===== config.mk =====
export PLATFORM = sky130hd
export DESIGN_NAME = alu_result_monitor
export DESIGN_NICKNAME = d
export VERILOG_FILES = /design/src/rtl/alu_result_monitor.sv
export SDC_FILE = /design/constraint.sdc
export NUM_CORES = 1
export LEC_CHECK = 0
export CAP_MARGIN = 30
export CORE_MARGIN = 2
export CORE_UTILIZATION = 45
export CTS_BUF_LIST = sky130_fd_sc_hd__clkbuf_4
export CTS_CLUSTER_SIZE = 30
export DETAILED_ROUTE_END_ITERATION = 8
export PLACE_DENSITY = 0.73
export SYNTH_ARGS = -nofsm -noshare
export SYNTH_HDL_FRONTEND = slang
export SYNTH_SLANG_ARGS = --single-unit

===== constraint.sdc =====
create_clock -name clk -period 5.4 [get_ports clk]
set_clock_uncertainty 0.05 [all_clocks]
set_input_delay 1.08 -clock clk [delete_from_list [all_inputs] [get_ports clk]]
set_output_delay 1.08 -clock clk [all_outputs]
set_load 0.01 [all_outputs]

===== src/rtl/alu_result_monitor.sv =====
// ---------------------------------------------------------------------------
// alu_result_monitor
//
// Checks a stream of 8-bit ALU results against a built-in reference model.
// A run starts on 'start'. Each in_valid beat in the run is compared with the
// expected {c_out,sum}. The run ends after num_vec beats, and pass then reports
// whether every beat matched.
//
// Optional feature: define ALU_RESULT_MONITOR_CAPTURE_EN to build the
// first-failure capture registers. Without it, the fail_* outputs are tied to 0.
//
// Ports
//   clk        : clock, all state updates on the rising edge
//   rst        : synchronous active-high reset, priority over everything
//   start      : begin a run (accepted in IDLE or DONE, ignored in RUN)
//   num_vec    : beats in the run, latched when start is accepted
//   in_valid   : a/b/c_in/oper/sum/c_out form one beat this cycle
//   a, b, c_in : ALU operands
//   oper       : ALU opcode
//   sum, c_out : ALU result under check
//   busy       : run in progress (RUN)
//   done       : run finished (DONE)
//   pass       : DONE with no mismatches
//   vec_cnt    : beats checked in the current run
//   err_cnt    : mismatching beats, saturates at 255
//   fail_*     : operands/result of the first mismatching beat
// ---------------------------------------------------------------------------
module alu_result_monitor #(
  parameter int CNT_W = 16
) (
  input  logic             clk,
  input  logic             rst,
  input  logic             start,
  input  logic [CNT_W-1:0] num_vec,
  input  logic             in_valid,
  input  logic [7:0]       a,
  input  logic [7:0]       b,
  input  logic             c_in,
  input  logic [2:0]       oper,
  input  logic [7:0]       sum,
  input  logic             c_out,
  output logic             busy,
  output logic             done,
  output logic             pass,
  output logic [CNT_W-1:0] vec_cnt,
  output logic [7:0]       err_cnt,
  output logic [2:0]       fail_oper,
  output logic [7:0]       fail_a,
  output logic [7:0]       fail_b,
  output logic [7:0]       fail_sum,
  output logic             fail_cout
);

  typedef enum logic [1:0] {
    IDLE = 2'd0,
    RUN  = 2'd1,
    DONE = 2'd2
  } state_t;

  state_t           state_reg, state_next;
  logic [CNT_W-1:0] vec_cnt_reg, vec_cnt_next;
  logic [CNT_W-1:0] target_reg, target_next;
  logic [7:0]       err_cnt_reg, err_cnt_next;
  logic [CNT_W-1:0] vec_inc;
  logic [8:0]       exp_result;
  logic             mismatch;

  // Reference model: 9-bit result, bit 8 is the carry out.
  // Logic opcodes never produce a carry.
  always_comb begin
    exp_result = 9'd0;
    case (oper)
      3'b000:  exp_result = {1'b0, a} + {1'b0, b} + {8'd0, c_in};
      3'b001:  exp_result = {1'b0, a} + {1'b0, ~b} + {8'd0, c_in};
      3'b010:  exp_result = {1'b0, b} + {1'b0, ~a} + {8'd0, c_in};
      3'b011:  exp_result = {1'b0, a | b};
      3'b100:  exp_result = {1'b0, a & b};
      3'b101:  exp_result = {1'b0, ~a & b};
      3'b110:  exp_result = {1'b0, a ^ b};
      default: exp_result = {1'b0, ~(a ^ b)};
    endcase
  end

  assign mismatch = (exp_result != {c_out, sum});
  assign vec_inc  = vec_cnt_reg + 1'b1;

  // State register and counters.
  always_ff @(posedge clk) begin
    if (rst) begin
      state_reg   <= IDLE;
      vec_cnt_reg <= '0;
      target_reg  <= '0;
      err_cnt_reg <= '0;
    end else begin
      state_reg   <= state_next;
      vec_cnt_reg <= vec_cnt_next;
      target_reg  <= target_next;
      err_cnt_reg <= err_cnt_next;
    end
  end

  // Next-state and counter logic.
  always_comb begin
    state_next   = state_reg;
    vec_cnt_next = vec_cnt_reg;
    target_next  = target_reg;
    err_cnt_next = err_cnt_reg;
    case (state_reg)
      IDLE, DONE: begin
        if (start) begin
          vec_cnt_next = '0;
          err_cnt_next = '0;
          target_next  = num_vec;
          state_next   = (num_vec == '0) ? DONE : RUN;
        end
      end
      RUN: begin
        if (in_valid) begin
          vec_cnt_next = vec_inc;
          if (mismatch && (err_cnt_reg != 8'hFF)) begin
            err_cnt_next = err_cnt_reg + 8'd1;
          end
          // The final beat leaves RUN on the same edge, so vec_cnt can never
          // run past the target.
          if (vec_inc == target_reg) begin
            state_next = DONE;
          end
        end
      end
      default: state_next = IDLE;
    endcase
  end

  assign busy    = (state_reg == RUN);
  assign done    = (state_reg == DONE);
  assign pass    = (state_reg == DONE) && (err_cnt_reg == 8'd0);
  assign vec_cnt = vec_cnt_reg;
  assign err_cnt = err_cnt_reg;

`ifdef ALU_RESULT_MONITOR_CAPTURE_EN
  logic [2:0] fail_oper_reg;
  logic [7:0] fail_a_reg;
  logic [7:0] fail_b_reg;
  logic [7:0] fail_sum_reg;
  logic       fail_cout_reg;
  logic       capture_clear;
  logic       capture_load;

  assign capture_clear = start && (state_reg != RUN);
  // err_cnt is still zero only before the first mismatch of the run.
  assign capture_load  = (state_reg == RUN) && in_valid && mismatch &&
                         (err_cnt_reg == 8'd0);

  always_ff @(posedge clk) begin
    if (rst || capture_clear) begin
      fail_oper_reg <= '0;
      fail_a_reg    <= '0;
      fail_b_reg    <= '0;
      fail_sum_reg  <= '0;
      fail_cout_reg <= 1'b0;
    end else if (capture_load) begin
      fail_oper_reg <= oper;
      fail_a_reg    <= a;
      fail_b_reg    <= b;
      fail_sum_reg  <= sum;
      fail_cout_reg <= c_out;
    end
  end

  assign fail_oper = fail_oper_reg;
  assign fail_a    = fail_a_reg;
  assign fail_b    = fail_b_reg;
  assign fail_sum  = fail_sum_reg;
  assign fail_cout = fail_cout_reg;
`else
  assign fail_oper = 3'd0;
  assign fail_a    = 8'd0;
  assign fail_b    = 8'd0;
  assign fail_sum  = 8'd0;
  assign fail_cout = 1'b0;
`endif

endmodule


* Yosys cells after proc, flatten, opt, wreduce, memory -nomap -nowiden
Index checks and enable logic that the tools add are counted.
Storage, ports and cells: register bits after elaboration 42, bits of input ports 49, output and inout port bits 55
Cells by class: $add $sub $neg 8, bitwise operators 7, mux-type cells 13, reductions and logical operators 12, eq/ne operators 15
Operator list (count):
- $pmux 9 s7 | 1
- $mux 16 | 2
- $pmux 16 s2 | 1
- $add 8x8->9 | 3
- $add 9x1->9 | 3
- $mux 8 | 3
- $not 8->8 | 3
- $add 16x1->16 const B | 1
- $and 8x8->8 | 2
- $eq 16x16->1 | 1
- $logic_not 16->1 | 1
- $pmux 8 s2 | 1
- $eq 3x3->1 const B | 3
- $ne 9x9->1 | 1
- $add 8x1->8 const B | 1
- $logic_not 8->1 | 1
- $mux 2 | 4
- $ne 8x8->1 const B | 1
- $or 8x8->8 | 1
- $xor 8x8->8 | 1
- $eq 3x2->1 const B | 2
- $reduce_and 3->1 | 2
- $ne 2x1->1 const B | 2
- $ne 2x2->1 const B | 2
- 11 further kinds | 12

* Logic depth before layout (Yosys ltp)
Gate-level depths: netlist (run 1).
depth after elaboration 9, depth in mapped cells 13, gate-level depth less buffers 13

* Worst setup path before layout (run 1)
OpenSTA, ideal clock, no wires.
path kind input to register, from in a[0], to reg err_cnt_reg[2] (netlist: err_cnt[2]), setup slack 1388 ps, cell stages on the path 12, data arrival time 3883 ps, path through inv_1 > fa_1 > fa_1 > nor3_1 > nor3_1 > o311a_1 > o21ai_0 > a221o_1 > xnor2_1 > nand4_2 > o41a_4 > o221ai_2
Between the ends: cells in the longest elaborated chain, start to end 8
Ends and longest elaborated chain:
- from (decl) | line 36 | input logic [7:0] a,
- $not 8->8 | line 75, 78
- $add 8x8->9 | line 75 | 3'b010: exp_result = {1'b0, b} + {1'b0, ~a} + {8'd0, c_in};
- $add 9x1->9 | line 75
- $pmux 9 s7 * | line 72 | case (oper)
- $ne 9x9->1 * | line 84 | assign mismatch = (exp_result != {c_out, sum});
- $logic_and 1x1->1 * | line 120 | if (mismatch && (err_cnt_reg != 8'hFF)) begin
- $ne 2x1->1 (no source line) *
- $reduce_and 4->1 (no source line) *
- to (signal assigned) | line 98 | err_cnt_reg <= err_cnt_next;
- to (decl) | line 63 | logic [7:0] err_cnt_reg, err_cnt_next;
Every way passes the cells marked *; elsewhere a longest branch is shown, timed or not. A chain may end at the register's enable or synchronous reset.

* Worst setup path in the final report (run 1)
Same ends and word-level chain as after synthesis.

==> results summary, run 1 <==
The iteration-0 DRC count of the detailed router is approximately 330. At the end of the flow the core is filled with cells to 0.531. The number of distinct standard cells referenced by the synthesized netlist came out at 67. The total congestion overflow came out at 0. The normalized max-slew margin is 0.408. Setup repair after global routing left no endpoint under its margin.

Before antenna repair, the detailed router went through 5 iterations. Once layout is done, the placed cells without fillers occupy 5390 sq um. The startpoint kind of the worst setup timing path is a primary input. The via total after detailed routing is ~4800.

The core outline area is approximately 10000 sq um. The final count of pins violating max slew came out at 0. The count of placed standard cells in the final layout, fillers left out came out at 826. The worst hold path begins at target_reg[5]. The overall routing resource usage came out at 0.234.

The most used flip-flop cell after synthesis is sky130_fd_sc_hd__dfxtp_1. The cell area that synthesis handed to floorplanning was ~4600 sq um. The number of antenna diodes in the final layout is 0. The final layout contains ~780 nets. The worst setup path is captured at a flip-flop. The final hold violation count came out at 0. The initial core utilization is 0.457. The synthesized design spends more area on one cell type than any other, namely sky130_fd_sc_hd__dfxtp_1.

By area the synthesized netlist is led by sky130_fd_sc_hd__dfxtp_1 18%, sky130_fd_sc_hd__ha_1 8.6%, sky130_fd_sc_hd__a21oi_1 5.7%, sky130_fd_sc_hd__nand2_1 5.1%, sky130_fd_sc_hd__buf_4 4.9%. The clock transition at the registers of the reported paths came out at 120 ps. The cell with the largest stage delay on the worst path is sky130_fd_sc_hd__fa_1. The routability congestion estimate came out at approximately 1.0. The time the final worst path needs with I/O delays and setup came out at between 4000 and 5000 ps. In the final layout, the share of cells above drive strength 1 is 0.0377. Power comes to around 0.81 mW.

The post-detailed-route count of antenna-violating nets came out at 0. The clock net in this run drives a total of 42 sinks. Data on the critical path is required at its endpoint by 5630 ps. The power density of the placed cells is between 150 and 200 nW/um^2.

Entering global routing, the biggest net connects 40 pins. The fraction of post-synthesis cell area in the top cell type by area came out at 0.182. The flip-flop and latch area is 841 sq um. The flow ran to the end, and the final reports show no timing, DRC or antenna violations.

The total of flip-flops plus latches after synthesis is 42. From bottom edge to top edge, the die measures 105 um. At the pin with the least slew margin, the transition time is roughly 900 ps. The fraction of the cycle the final worst path needs came out at 0.862. The average instance area after synthesis is 7.29 sq um. The number of maximum-capacitance constraint violations is 0. The origin of the worst setup path is a[0]. The global-route wire length before repair is roughly 22000 um. TritonCTS built the clock tree. The post-DP HPWL came out at slightly above 10000 um. The maximum buffer depth of the clock tree is 2.

The cell count after synthesis came out at 635. The clock network latency to the later pin of the worst-skew pair is between 300 and 400 ps. Of the synthesized area, sequential elements account for 0.182.

The number of global-route vias before repair is between 4000 and 5000. The proportion of register bits with asynchronous set or reset after synthesis is 0. In this run the worst hold path is classified as reg2reg.

The deepest level of the CTS H-tree came out at 2. The average wire per cell in the routed design came out at about 16 um. The data arrival time of the worst path is ~4900 ps. The number of antenna violations at the first check in global routing was 0.

For this run, the number of Yosys warnings is 0. The count of hold-fix buffers inserted at cts is 0. 104 I/O pins were placed. In the layout the commonest cells are 75 x sky130_fd_sc_hd__clkdlybuf4s50_1, 63 x sky130_fd_sc_hd__nand2_1, 53 x sky130_fd_sc_hd__a21oi_1.

The area after detailed placement is 5330 sq um. The growth of design area from synthesis to finish is 16.3%. The number of synthesized flops with an enable pin is 0. The static leakage is around 2.1 nW. The highest ir drop seen on vdd is around 0.08 mV.

The width of the die came out at around 110 um. During placement, the flow inserted port buffers numbering 75. CTS placed an instance of sky130_fd_sc_hd__clkbuf_4 at the clock tree root. The DRC violation count after routing is 0.

The number of buffers created by CTS is 5. The filler cells instantiated in the layout total between 900 and 1000. The startpoint of the worst register-to-register path is vec_cnt[2]. Derived from the worst setup path, the maximum achievable clock frequency is ~0.21 GHz. The wire length reported by the detailed router came out at 13100 um.

The worst setup path category is in2reg. The largest fanout on the critical path is 8. The library cell used most frequently in the layout, excluding fill and tap cells, is sky130_fd_sc_hd__clkdlybuf4s50_1.

The die covers ~11000 sq um. The setup-violating endpoint count in the final report came out at 0. Traced cell by cell, the critical path runs through clkdlybuf4s50_1 > inv_1 > fa_1 > fa_1 > nor3_1 > nor3_1 > o311a_1 > o21ai_0 > a221o_1 > xnor2_1 > nand4_2 > o41a_4 > o221ai_2.

The area taken by multi-input logic gates came out at approximately 3300 sq um. The post-cts resize count is 0. The via-per-instance ratio is 5.83. The total negative setup slack came out at 0 ps. The row count is 37. The critical path's largest stage delay came out at just under 500 ps. In this run the post-CTS setup repair buffer count came out at 0. The number of placed instances, taps included is between 800 and 900.
power breakdown:
group          total [mW]  internal, mW  switching [mW]  leakage (nW)
Clock               0.152        0.0485           0.104        0.0286
Combinational       0.334         0.138           0.197          1.72
Sequential          0.327         0.319         0.00795         0.341
stage by stage:
step	setup WS, ps	hold WS, ps
finish	745	427
global route	588	453
CTS	835	430
detailed placement	474	412
global placement	591	408
floorplan	1390	398
cells in the mapped netlist (8+ instances only):
cell and n:
sky130_fd_sc_hd__nor4_1 12, sky130_fd_sc_hd__buf_2 12, sky130_fd_sc_hd__dfxtp_1 42, sky130_fd_sc_hd__nor3_1 23, sky130_fd_sc_hd__ha_1 32, sky130_fd_sc_hd__buf_4 30, sky130_fd_sc_hd__inv_1 45, sky130_fd_sc_hd__nand2b_1 13
sky130_fd_sc_hd__o211ai_1 10, sky130_fd_sc_hd__a211oi_1 8, sky130_fd_sc_hd__a21oi_1 53, sky130_fd_sc_hd__nor2b_1 12, sky130_fd_sc_hd__a22oi_1 8, sky130_fd_sc_hd__nand2_1 63, sky130_fd_sc_hd__nor2_1 46, sky130_fd_sc_hd__xnor2_1 24
sky130_fd_sc_hd__o21ai_0 34, sky130_fd_sc_hd__nand3_1 22, sky130_fd_sc_hd__xor2_1 14, sky130_fd_sc_hd__clkbuf_1 17
layout make-up:
cell class	instances	share of cell area
repair buffers	83	0.150
inverters	46	0.0320
clock inverters	3	0.00302
clock buffers	5	0.00697
multi-input cells	511	0.620
well taps	136	0.0316
flip-flops and latches	42	0.156
metal layers:
metal,share of wire,track usage
met1,0.42,0.292
met2,0.49,0.407
met3,0.051,0.0186
met4,0.042,0.106
met5,0,0
cells by family (layout without fill, tap and decap cells):
logic type	Yosys count	count (layout)	share of synthesized area
adders and majority gates	38	38	0.112
DFF	42	42	0.182
AOI/OAI and AO/OA	167	167	0.240
muxes	7	7	0.0178
xor gates and xnor gates	39	39	0.0754
buffers and inverters	109	137	0.119
other	1	28	0.000810
and+or+nand+nor	232	232	0.253
worst max-delay path, delay by kind of cell:
family	cells	cell delay [ps]
buffers and inverters	2	620
and+or+nand+nor	3	740
adders and majority gates	2	920
xor gates and xnor gates	1	130
AOI/OAI and AO/OA	5	1400
final timing paths:
| path | to | slack (ps) | cells after the start |
|---|---|---|---|
| hold / removal | target_reg[5] | 430 | 2 |
| hold reg to reg | target_reg[5] | 430 | 2 |
| setup reg to reg | state_reg[0] | 2320 | 9 |
| setup / recovery | err_cnt[2] | 740 | 13 |
(Power assumes the default switching activity.)
==> run 2: changes to the inputs <==
--- a/config.mk
+++ b/config.mk
@@ -5,7 +5,8 @@
 export SDC_FILE = /design/constraint.sdc
 export NUM_CORES = 1
 export LEC_CHECK = 0
-export CAP_MARGIN = 30
+export CAP_MARGIN = 10
+export CORE_ASPECT_RATIO = 0.9
 export CORE_MARGIN = 2
 export CORE_UTILIZATION = 45
 export CTS_BUF_LIST = sky130_fd_sc_hd__clkbuf_4
==> results summary, run 2 (synthesis results as in run 1) <==
The run finished with clean final reports. In the layout the commonest cells are 75 x sky130_fd_sc_hd__clkdlybuf4s50_1, 63 x sky130_fd_sc_hd__nand2_1, 53 x sky130_fd_sc_hd__a21oi_1. The final hold violation count is 0. The path type of the worst min-delay path is reg2reg.

The clock reaches the later pin of the worst-skew pair after 370 ps. At the end of the flow, the number of nets in the layout was approximately 800. In this run the deepest clock path goes through 2 buffers. The share of cells above drive strength 1 came out at 0.0405. After clock tree synthesis, the flow added hold-fix buffers numbering 0. The critical path goes through clkdlybuf4s50_1 > inv_1 > fa_1 > inv_1 > fa_1 > o21bai_1 > a2111oi_0 > a211oi_1 > o2111a_1 > xor2_1 > o311a_1 > nand4_2 > o41a_4 > o221ai_2.

The number of antenna violations at the first check in global routing is 0. The final count of pins violating max slew is 0. Summing over every cut layer, the via total after detailed routing is slightly below 5000. The worst pin sits at a relative slew slack of 0.397. The floorplan step set the die width to between 100 and 150 um. The overall routing resource usage is 0.231. The average wire per cell in the routed design is 16.2 um. The post-cts resize count is 0. The maximum clock frequency came out at between 0.2 and 0.25 GHz.

The actual slew at the worst max-slew pin is ~900 ps. The wire length reported by the detailed router came out at 13300 um. The data arrival time of the worst path came out at between 4000 and 5000 ps. The largest fanout on the critical path is 8. The total congestion overflow came out at 0. The number of maximum-capacitance constraint violations is 0. The finished layout holds 820 standard cells, fillers aside. The number of clock buffers added by TritonCTS is 5.

The largest single stage delay on the critical path is between 600 and 700 ps. Fill cells in the final layout number slightly below 1000. The count of port buffers added during placement came out at 75. The region available for standard cell placement spans between 10000 and 15000 sq um.

The root buffer cell is sky130_fd_sc_hd__clkbuf_4. Row generation in the floorplan step produced 35 rows. In this run the power density over the cells is between 150 and 200 nW/um^2. The length of routed wiring on met1 came out at between 5000 and 6000 um. After detailed routing, no signal wire sits above met4. After clock tree synthesis, the clock-pin slew on the worst setup and hold paths is 120 ps.

The iteration-0 DRC count of the detailed router came out at 434. In this run the number of H-tree levels came out at 2. The die footprint came out at 11100 sq um. The TritonCTS clock tree is done.

The growth of design area from synthesis to finish came out at 16.9%. 0 antenna diodes ended up in the layout. The critical path required time is about 5600 ps. Setup repair after global routing left no endpoint under its margin. The routability congestion estimate came out at 0.972.

The total negative setup slack is 0 ps. The post-DP HPWL came out at approximately 10000 um. The detailed-routing iteration count for the pre-antenna-repair pass came out at 5. STA classifies the critical path endpoint as a flip-flop. After detailed routing, the number of remaining DRC violations is 0. The time the final worst path needs with I/O delays and setup is roughly 4600 ps.

Buffers added to address setup during post-CTS repair amount to 0. For this design, the slowest cell found on the critical path is sky130_fd_sc_hd__a2111oi_0. The worst setup path is of the in2reg kind. The analysis attributes to cell leakage a power of between 2 and 2.5 nW. The maximum number of pins on one net before global-route repair is 40. Once placement completed, the tool counted placed cells totaling approximately 810. The sum of met2 wire segment lengths after detailed routing came out at 6260 um.

The global-route wire length before repair is around 21000 um. Setup violations remaining at the end of the flow were counted as 0. The highest ir drop seen on vdd came out at about 0.13 mV.

The worst setup path is launched from a primary input. The number of clock sinks is 42. The leading cell type in the layout, fill and taps excluded is sky130_fd_sc_hd__clkdlybuf4s50_1. In this run the count of I/O pins placed on the die edge is between 100 and 150.

After detailed routing, the met3 layer carries approximately 1000 um of wire. The initial core utilization came out at 0.458. Dividing the final minimum period by the clock period gives 0.859.

The number of global-route vias before repair is 4395. The post-detailed-route count of antenna-violating nets is 0. After detailed routing, the number of vias per cell comes to approximately 5.9. The die height is between 100 and 150 um.
run 2: changes by cell type in the layout (fill, tap and decap cells not counted), sizes merged:
cell / previous run / this run
inv: 45 / 46
clkinvlp: 1 / 0
clkinv: 3 / 2
bufinv: 0 / 1
buf: 8 / 9
run 2: metal layers:
metal  up-vias  GRT usage
met3        28     0.0302
li1       2314          -
met4         0     0.0683
met1      2278      0.307
met2       230      0.395
met5         -          0
run 2: power by group:
part / total (mW) / internal (mW) / switching [mW]
logic: 0.334 / 0.138 / 0.196
registers: 0.328 / 0.319 / 0.00860
clock network: 0.214 / 0.0984 / 0.116
total: 0.876 / 0.555 / 0.321
run 2: through the flow:
stage	power (mW)	hold slack, ps	setup slack [ps]	utilization	area (sq um)
after floorplan	0.570	398	1390	-	4730
after global placement	0.656	408	641	0.527	5330
after detailed placement	0.662	414	518	0.527	5330
after CTS	0.871	432	873	0.535	5410
after global routing	0.922	458	654	0.535	5410
final	0.876	431	761	0.535	5410
run 2: path summary, 6_finish.rpt:
kind | depth (start not counted) | from | to | slack, ps
setup / recovery | 14 | a[0] | err_cnt[2] | 760
hold / removal | 2 | target_reg[0] | target_reg[0] | 430
setup reg to reg | 9 | vec_cnt[2] | state_reg[0] | 2300
hold reg to reg | 2 | target_reg[0] | target_reg[0] | 430
run 2: critical path, delay by kind of cell:
family | cells | cell delay, ps
xor gates and xnor gates | 1 | 140
and+or+nand+nor | 1 | 230
AOI/OAI and AO/OA | 7 | 1970
buffers and inverters | 3 | 700
adders and majority gates | 2 | 750
run 2: area by class of cell:
type	instances	area, sq um	share of cell area
clock buffers	5	37.5	0.00693
clock inverters	3	43.8	0.00809
inverters	46	173	0.0319
multi-input cells	511	3340	0.617
flip-flops and latches	42	841	0.155
well taps	129	161	0.0298
repair buffers	84	818	0.151
